**config.mk**
```make
export PLATFORM = sky130hd
export DESIGN_NAME = queue_flat
export DESIGN_NICKNAME = d
export VERILOG_FILES = /design/src/rtl/queue_if.sv /design/src/rtl/queue_sdp_ram.sv /design/src/rtl/queue.sv /design/src/flat_wrapper.sv
export SDC_FILE = /design/constraint.sdc
export NUM_CORES = 1
export LEC_CHECK = 0
export CORE_MARGIN = 3
export CORE_UTILIZATION = 55
export CTS_CLUSTER_SIZE = 12
export DETAILED_ROUTE_END_ITERATION = 7
export GPL_ROUTABILITY_DRIVEN = 0
export PLACE_DENSITY = 0.72
export SLEW_MARGIN = 20
export SYNTH_ARGS = -nofsm -noshare
export SYNTH_HDL_FRONTEND = slang
export SYNTH_SLANG_ARGS = --single-unit
export TNS_END_PERCENT = 10
```
**constraint.sdc**
```tcl
create_clock -name i_clk -period 3.5 [get_ports i_clk]
set_input_delay 0.525 -clock i_clk [delete_from_list [all_inputs] [get_ports i_clk]]
set_output_delay 0.525 -clock i_clk [all_outputs]
set_load 0.1 [all_outputs]
```
**src/rtl/queue_if.sv**
```systemverilog
// Handshake bundle between a producer/consumer and the queue.
// The queue uses the slave modport; the driving side uses master.
interface queue_if #(
    parameter int QUEUE_WIDTH      = 18,
    parameter int QUEUE_DEPTH_LOG2 = 4
);
    logic                      i_push;
    logic                      i_pop;
    logic [QUEUE_WIDTH-1:0]    i_data;
    logic [QUEUE_WIDTH-1:0]    o_data;
    logic                      o_valid;
    logic                      o_empty;
    logic                      o_full;
    logic [QUEUE_DEPTH_LOG2:0] o_count;
    logic                      o_overflow;
    logic                      o_underflow;

    modport slave (
        input  i_push, i_pop, i_data,
        output o_data, o_valid, o_empty, o_full, o_count, o_overflow, o_underflow
    );

    modport master (
        output i_push, i_pop, i_data,
        input  o_data, o_valid, o_empty, o_full, o_count, o_overflow, o_underflow
    );
endinterface

```
**src/rtl/queue_sdp_ram.sv**
```systemverilog
// Simple dual-port RAM: one write port, one registered read port.
// The read register resets to zero so the queue's data output has a defined reset value.
module sdp_ram #(
    parameter int WIDTH  = 18,
    parameter int ADDR_W = 4
) (
    input  logic              clk_i,
    input  logic              rst_i,
    input  logic              we_i,
    input  logic [ADDR_W-1:0] waddr_i,
    input  logic [WIDTH-1:0]  wdata_i,
    input  logic              re_i,
    input  logic [ADDR_W-1:0] raddr_i,
    output logic [WIDTH-1:0]  rdata_o
);
    localparam int DEPTH = 2 ** ADDR_W;

    logic [WIDTH-1:0] mem_q [DEPTH];
    logic [WIDTH-1:0] rdata_q;

    // Write port; storage is intentionally not reset.
    always_ff @(posedge clk_i) begin
        if (we_i) begin
            mem_q[waddr_i] <= wdata_i;
        end
    end

    // Read-first registered read so a same-address write returns the old word.
    always_ff @(posedge clk_i) begin
        if (rst_i) begin
            rdata_q <= '0;
        end else if (re_i) begin
            rdata_q <= mem_q[raddr_i];
        end
    end

    assign rdata_o = rdata_q;
endmodule

```
**src/rtl/queue.sv**
```systemverilog
// Synchronous circular FIFO with registered flags, occupancy and sticky errors.
// All pointer/flag control lives here; storage is in sdp_ram.
module queue #(
    parameter int QUEUE_WIDTH      = 18,
    parameter int QUEUE_DEPTH_LOG2 = 4
) (
    input  logic    i_clk,
    input  logic    i_rst,
    queue_if.slave  q
);
    localparam int PTR_W = QUEUE_DEPTH_LOG2;
    localparam int CNT_W = QUEUE_DEPTH_LOG2 + 1;
    localparam logic [CNT_W-1:0] DEPTH = {1'b1, {PTR_W{1'b0}}};

    logic [PTR_W-1:0] rd_ptr_q, rd_ptr_d;
    logic [PTR_W-1:0] wr_ptr_q, wr_ptr_d;
    logic [CNT_W-1:0] count_q, count_d;
    logic             empty_q, empty_d;
    logic             full_q, full_d;
    logic             valid_q, valid_d;
    logic             ovf_q, ovf_d;
    logic             unf_q, unf_d;
    logic             pop_ok_s;
    logic             push_ok_s;

    // Acceptance: a push into a full queue is allowed when a pop frees the slot.
    always_comb begin
        pop_ok_s  = q.i_pop && !empty_q;
        push_ok_s = q.i_push && (!full_q || pop_ok_s);
    end

    // Next-state for pointers, occupancy, flags and error bits.
    always_comb begin
        rd_ptr_d = rd_ptr_q;
        wr_ptr_d = wr_ptr_q;
        count_d  = count_q;
        if (pop_ok_s) begin
            rd_ptr_d = rd_ptr_q + PTR_W'(1'b1);
        end else begin
            rd_ptr_d = rd_ptr_q;
        end
        if (push_ok_s) begin
            wr_ptr_d = wr_ptr_q + PTR_W'(1'b1);
        end else begin
            wr_ptr_d = wr_ptr_q;
        end
        if (push_ok_s && !pop_ok_s) begin
            count_d = count_q + CNT_W'(1'b1);
        end else if (pop_ok_s && !push_ok_s) begin
            count_d = count_q - CNT_W'(1'b1);
        end else begin
            count_d = count_q;
        end
        empty_d = (count_d == {CNT_W{1'b0}});
        full_d  = (count_d == DEPTH);
        valid_d = pop_ok_s;
        ovf_d   = ovf_q | (q.i_push && !push_ok_s);
        unf_d   = unf_q | (q.i_pop && !pop_ok_s);
    end

    // State registers; reset wins over any same-cycle push or pop.
    always_ff @(posedge i_clk) begin
        if (i_rst) begin
            rd_ptr_q <= '0;
            wr_ptr_q <= '0;
            count_q  <= '0;
            empty_q  <= 1'b1;
            full_q   <= 1'b0;
            valid_q  <= 1'b0;
            ovf_q    <= 1'b0;
            unf_q    <= 1'b0;
        end else begin
            rd_ptr_q <= rd_ptr_d;
            wr_ptr_q <= wr_ptr_d;
            count_q  <= count_d;
            empty_q  <= empty_d;
            full_q   <= full_d;
            valid_q  <= valid_d;
            ovf_q    <= ovf_d;
            unf_q    <= unf_d;
        end
    end

    sdp_ram #(
        .WIDTH  (QUEUE_WIDTH),
        .ADDR_W (PTR_W)
    ) u_ram (
        .clk_i   (i_clk),
        .rst_i   (i_rst),
        .we_i    (push_ok_s),
        .waddr_i (wr_ptr_q),
        .wdata_i (q.i_data),
        .re_i    (pop_ok_s),
        .raddr_i (rd_ptr_q),
        .rdata_o (q.o_data)
    );

    assign q.o_valid     = valid_q;
    assign q.o_empty     = empty_q;
    assign q.o_full      = full_q;
    assign q.o_count     = count_q;
    assign q.o_overflow  = ovf_q;
    assign q.o_underflow = unf_q;

`ifdef FORMAL
    // Structural invariants between pointers, occupancy and flags.
    always @(posedge i_clk) begin
        if (!i_rst) begin
            assert (count_q <= DEPTH);
            assert (PTR_W'(wr_ptr_q - rd_ptr_q) == count_q[PTR_W-1:0]);
            assert (!(full_q && empty_q));
        end
    end
`endif
endmodule

```
**src/flat_wrapper.sv**
```systemverilog
// flat-port wrapper written by rule: the top's interface ports become plain ports
module queue_flat 
#(
    parameter int QUEUE_WIDTH      = 18,
    parameter int QUEUE_DEPTH_LOG2 = 4
)
  (i_clk, i_rst, q_i_push, q_i_pop, q_i_data, q_o_data, q_o_valid, q_o_empty, q_o_full, q_o_count, q_o_overflow, q_o_underflow);
  queue_if #(.QUEUE_WIDTH(QUEUE_WIDTH), .QUEUE_DEPTH_LOG2(QUEUE_DEPTH_LOG2)) q_i ();
  input  logic i_clk;
  input  logic i_rst;
  input wire logic [$bits(q_i.i_push)-1:0] q_i_push;
  input wire logic [$bits(q_i.i_pop)-1:0] q_i_pop;
  input wire logic [$bits(q_i.i_data)-1:0] q_i_data;
  output wire logic [$bits(q_i.o_data)-1:0] q_o_data;
  output wire logic [$bits(q_i.o_valid)-1:0] q_o_valid;
  output wire logic [$bits(q_i.o_empty)-1:0] q_o_empty;
  output wire logic [$bits(q_i.o_full)-1:0] q_o_full;
  output wire logic [$bits(q_i.o_count)-1:0] q_o_count;
  output wire logic [$bits(q_i.o_overflow)-1:0] q_o_overflow;
  output wire logic [$bits(q_i.o_underflow)-1:0] q_o_underflow;
  assign q_i.i_push = q_i_push;
  assign q_i.i_pop = q_i_pop;
  assign q_i.i_data = q_i_data;
  assign q_o_data = q_i.o_data;
  assign q_o_valid = q_i.o_valid;
  assign q_o_empty = q_i.o_empty;
  assign q_o_full = q_i.o_full;
  assign q_o_count = q_i.o_count;
  assign q_o_overflow = q_i.o_overflow;
  assign q_o_underflow = q_i.o_underflow;
  queue #(.QUEUE_WIDTH(QUEUE_WIDTH), .QUEUE_DEPTH_LOG2(QUEUE_DEPTH_LOG2)) u_core (.i_clk(i_clk), .i_rst(i_rst), .q(q_i));
endmodule
```
== Yosys cells after proc, flatten, opt, wreduce, memory -nomap -nowiden ==
Memory sizes are Yosys's and may differ from the RTL's. A register that Yosys moved wholly into a read port is not among the register bits.
Index checks and enable logic that the tools add are counted.

* Register bits: 18
* Memory bits (writable): 288
* Bits of input ports: 22
* Output and inout bits: 28
* Logic and storage cells: 32
* Memories: 1

{| class="wikitable"
|+ Memories
! name !! depth !! width !! rd ports !! clocked after memory_dff !! wr ports !! RTL line !! RTL
|-
| u_core.u_ram.mem_q || 16 || 18 || 1 || 1 || 1 || queue_sdp_ram.sv:18 || <nowiki>logic [WIDTH-1:0] mem_q [DEPTH];</nowiki>
|}

* Add/subtract/negate cells: 4
* Eq/ne operators: 1
* Mux-type cells: 4
* Bitwise gates (word level): 2
* Reduce and logical (&&, ||, !) cells: 12

{| class="wikitable"
|+ Operators with widths
! kind !! number
|-
| 2-to-1 mux 5 bit || 2
|-
| adder 4 x 1 -> 4 bit, second input constant || 2
|-
| logical AND 1 bit || 6
|-
| adder 5 x 1 -> 5 bit, second input constant || 1
|-
| equality test 5 bit, second input constant || 1
|-
| zero test 5 bit || 1
|-
| subtractor 5 x 1 -> 5 bit, second input constant || 1
|-
| zero test 1 bit || 4
|-
| 2-to-1 mux 1 bit || 2
|-
| OR 1 bit || 2
|-
| logical OR 1 bit || 1
|}

== Logic depth before layout (Yosys ltp) ==
* Word-level depth: 9
* Gate-level depth with buffers: 8
* Gate-level depth less buffers: 7

== Hierarchy ==
A second synthesis with hierarchy kept.

* Cells, all modules: 767
* Area total of the unflattened synthesis: 12620.9 um^2

{| class="wikitable"
|+ By module, submodules not included
! module !! instances !! cells an instance !! area an instance (um^2) !! sequential area each (um^2)
|-
| sdp_ram || 1 || 676 || 11778.8 || 9008.6
|-
| queue || 1 || 91 || 842.1 || 360.3
|}

== Worst setup path after synthesis ==
OpenSTA, ideal clock, no wires.

* Path kind: reg2reg
* Start: register u_core.empty_q, in the netlist u_core.q.o_empty
* End: memory u_core.u_ram.mem_q[3][0], enable pin
* Library setup time: 0.416 ns
* Arrival time: 2.880 ns
* Data required time: 3.084 ns
* Path slack: 0.204 ns
* Cell stages (with the launch flop): 6
* Buffers on the path: 1
* Clock period less this slack: 3.296 ns
* Path through: dfxtp_1 -> nand2b_1 -> buf_4 -> a21boi_2 -> nand2_1 -> nor3_1

* Word-level cells in the longest chain between the ends: 6

{| class="wikitable"
|+ Ends and longest elaborated chain
! item !! RTL line !! RTL
|-
| start, declared || queue.sv:18 || <nowiki>logic empty_q, empty_d;</nowiki>
|-
| start signal, assigned || queue.sv:76 || <nowiki>empty_q <= empty_d;</nowiki>
|-
| zero test 1 bit || queue.sv:28 || <nowiki>pop_ok_s = q.i_pop && !empty_q;</nowiki>
|-
| logical AND 1 bit || queue.sv:28 ||
|-
| logical OR 1 bit || queue.sv:29 || <nowiki>push_ok_s = q.i_push && (!full_q || pop_ok_s);</nowiki>
|-
| logical AND 1 bit || queue.sv:29 ||
|-
| 2-to-1 mux 1 bit || queue_sdp_ram.sv:23 || <nowiki>if (we_i) begin</nowiki>
|-
| 2-to-1 mux 1 bit (implied by the code) || queue_sdp_ram.sv:24 || <nowiki>mem_q[waddr_i] <= wdata_i;</nowiki>
|-
| end, declared || queue_sdp_ram.sv:18 ||
|}

Every way passes these cells.

== Worst setup path in the final report ==
* Start: register u_core.full_q, in the netlist u_core.q.o_full
* End: output port q_o_full

{| class="wikitable"
|+ RTL lines
! item !! RTL line !! RTL
|-
| start, declared || queue.sv:19 || <nowiki>logic full_q, full_d;</nowiki>
|-
| start signal, assigned || queue.sv:77 || <nowiki>full_q <= full_d;</nowiki>
|-
| end, declared || flat_wrapper.sv:17 || <nowiki>output wire logic [$bits(q_i.o_full)-1:0] q_o_full;</nowiki>
|}

No word-level cell between the ends.

==> impl_metrics.tcl <==
set metrics [dict create \
    outcome "complete, no violations" \
    post-cts-setup-buffers 0 \
    synth_compound_area_frac 0.0256 \
    cp-end-kind "output pin" \
    reg2reg_to "u_core.u_ram.rdata_o[16]" \
    hp-start "u_core.q.o_underflow" \
    synth-seq-cells 324 \
    critPathBufInv 1 \
    ys_async_sr_fraction 0 \
    reg2reg_depth 4 \
    htree_num_levels 2 \
    wl_met2_um 13100 \
    yosys.area_share.simple 0.0325 \
    ir_worst_vdd_v 0.000414 \
    postRouteAntennaNets 0 \
    yosysWarnings 0 \
    dpl_cell_area_um2 13300 \
    core_um2 22000 \
    fin_crit_ps 2690 \
    setup_viol 0 \
    syn_to_final_growth_pct 15.5 \
    vias 6101 \
    met3RoutedLength_um 1630 \
    cts_buffer_depth 3 \
    slowest_stage "clkdlybuf4s50_1" \
    hold_buffers 0 \
    boundaryPins 50 \
    synthTopCellsByArea "edfxtp_1 69%, mux4_2 13%, dfxtp_1 5.8%, mux2i_1 3.1%, nor2_1 1.5%" \
    fin_hold_ws_ps 469 \
    crit_family "buffers and inverters" \
    drv_cap 0 \
    pwr_density_cell_nw_per_um2 594 \
    total_power_w 0.00854 \
    ff2ff_setup_slack_ps 1270 \
    ys_seq_area_frac 0.753 \
    path_clk_slew_ps 50 \
    synth_top_family_by_area "multiplexers" \
    tritoncts "yes" \
    ctsResizeCount 0 \
    cp.required_ps 2970 \
    fin_crit_sh 0.770 \
    antenna_found_initial 0 \
    grt_pass1_wl_um 39200 \
    synth_top_cell_area_share 0.695 \
    diodes 0 \
    startpoint_type "register" \
    dp_hpwl_um 16200 \
    root_buffer "clkbuf_16" \
    skew_ps 15.6 \
    grt_pass1_vias 6320 \
    yosysUniqueCellTypes 41 \
    fmax_ghz 0.371 \
    path_class "register to output pin" \
    die_area_um2 24500 \
    clkLatencyLatePin_ps 510 \
    grt_usage 0.220 \
    syn-cell-area_um2 12400 \
    overflow 0 \
    vias_per_cell 6.05 \
    arrival_ps 2170 \
    row_count 54 \
    die_y_um 156 \
    drt-total-wl_um 26200 \
    synth_cells 626 \
    grt_max_degree 37 \
    start_util 0.565 \
    tns_ps 0 \
    drc_errors 0 \
    r2r-start "u_core.rd_ptr_q[0]" \
    yosysMostFrequentCell "edfxtp_1" \
    synthXorXnorAreaFrac 0.00704 \
    cp_cell_sequence "clkdlybuf4s50_1" \
    rsz0062_at_grt "no" \
    wl_met1_um 10700 \
    slew_violations 0 \
    synth.largest_area_cell "edfxtp_1" \
    synth_area_per_cell_um2 19.9 \
    port_buffers 49 \
    drt-pass1-iter-count 5 \
    worstHoldPathType "register to register" \
    muxShareOfSynthArea 0.157 \
    synthesis.nets 655 \
    tritoncts.num_buffers 34 \
    post-route-util 0.653 \
    slew_headroom 0.336 \
    worst_hold_path.num_cells 2 \
    synthTopCellsByCount "288 x edfxtp_1, 70 x mux4_2, 50 x nor2_1, 38 x mux2i_1, 36 x dfxtp_1" \
    top_layer_used "met4" \
    worst_pin_slew_ps 993 \
    synthAdderAreaFrac 0.00704 \
    whs_endpoint "u_core.q.o_underflow" \
    wire_per_inst_um 26.0 \
    drive_gt1_frac 0.220 \
    final_area_um2 14400 \
    leakage_nw 4.50 \
    drtIter0Drc 652 \
    clock-sinks 324 \
    worstPathMaxFanout 7 \
    slowest_delay_ps 1190 \
    die_x_um 156 \
    fin_nets 731 \
    ys.flop_type "edfxtp_1" \
    hold_violations 0 \
    synth_edf_count 288 \
]
where the power goes:
group          internal [W]  switching [W]
clock               0.00197        0.00136
combinational      0.000287       0.000546
sequential          0.00429      0.0000863
sequential cells by signal, indices dropped and copies added (netlist names):
name                  cells
u_core.q.o_full           1
u_core.u_ram.mem_q      288
u_core.wr_ptr_q           4
u_core.q.o_empty          1
u_core.q.o_valid          1
u_core.q.o_overflow       1
u_core.q.o_count          5
u_core.rd_ptr_q           4
u_core.q.o_underflow      1
u_core.u_ram.rdata_o     18
tightest hold or removal path: cells and delay by family (launching register included):
family          cells  cell delay [ps]
compound gates      1               40
flops               1              320
simple gates        1               70
metal layers:
metal,global-route usage,vias to the layer above
met1,0.302,3186
li1,-,2668
met2,0.363,204
met5,0,-
met3,0.0407,43
met4,0.0734,0
worst max-delay path by stage:
| stage | slack, ps | cells past startpoint | from | to |
|---|---|---|---|---|
| 2_1_floorplan | 200 | 5 | u_core.q.o_empty | u_core.u_ram.mem_q[3][0] |
| 3_5_place_dp | 660 | 6 | q_i_pop | u_core.u_ram.mem_q[3][1] |
| 4_1_cts | 790 | 1 | u_core.q.o_full | q_o_full |
| 5_1_grt | 740 | 1 | u_core.q.o_count[0] | q_o_count[0] |
| 3_3_place_gp | 740 | 6 | q_i_pop | u_core.u_ram.mem_q[3][1] |
| 6_report | 810 | 1 | u_core.q.o_full | q_o_full |
through the flow:
| step | instances | setup slack, ps |
|---|---|---|
| 6_report | 1008 | 806 |
| 2_1_floorplan | 626 | 204 |
| 4_1_cts | 1008 | 792 |
| 3_5_place_dp | 946 | 665 |
| 5_1_grt | 1008 | 743 |
| 3_3_place_gp | 946 | 741 |
cells by family after synthesis:
group,after synthesis
simple gates,85
compound gates,54
mux,108
buf+inv,38
fa+ha+maj,7
flops,324
xor+xnor,10
layout by cell type, fill, tap and decap left out, types with 2 or more instances in the layout:
cell	synthesis	final
nor2b_1	5	5
clkbuf_1	6	20
nor2_1	50	38
clkdlybuf4s50_1	0	49
inv_1	4	4
xor2_1	5	5
mux2i_1	38	38
xnor2_1	5	5
nand3_1	2	2
o21ai_1	18	18
dfxtp_1	36	33
nand2_1	12	12
mux4_2	70	70
nand2b_1	3	3
nand4_1	2	2
dfxtp_4	0	2
a31oi_1	2	2
a211oi_1	3	3
buf_4	2	24
nor3_2	0	4
a21oi_1	21	21
edfxtp_1	288	288
clkbuf_16	0	37
ha_1	7	7
clkinv_2	0	3
nor2_2	0	12
cell type report:
class	instances	area, um2
Timing Repair Buffer	74	691
Inverter	4	15.0
Multi-Input combinational cell	264	2910
Tap cell	280	350
Fill cell	1484	7650
Clock inverter	4	18.8
Sequential cell	324	9380
Clock buffer	58	1010
(Power assumes the default switching activity.)
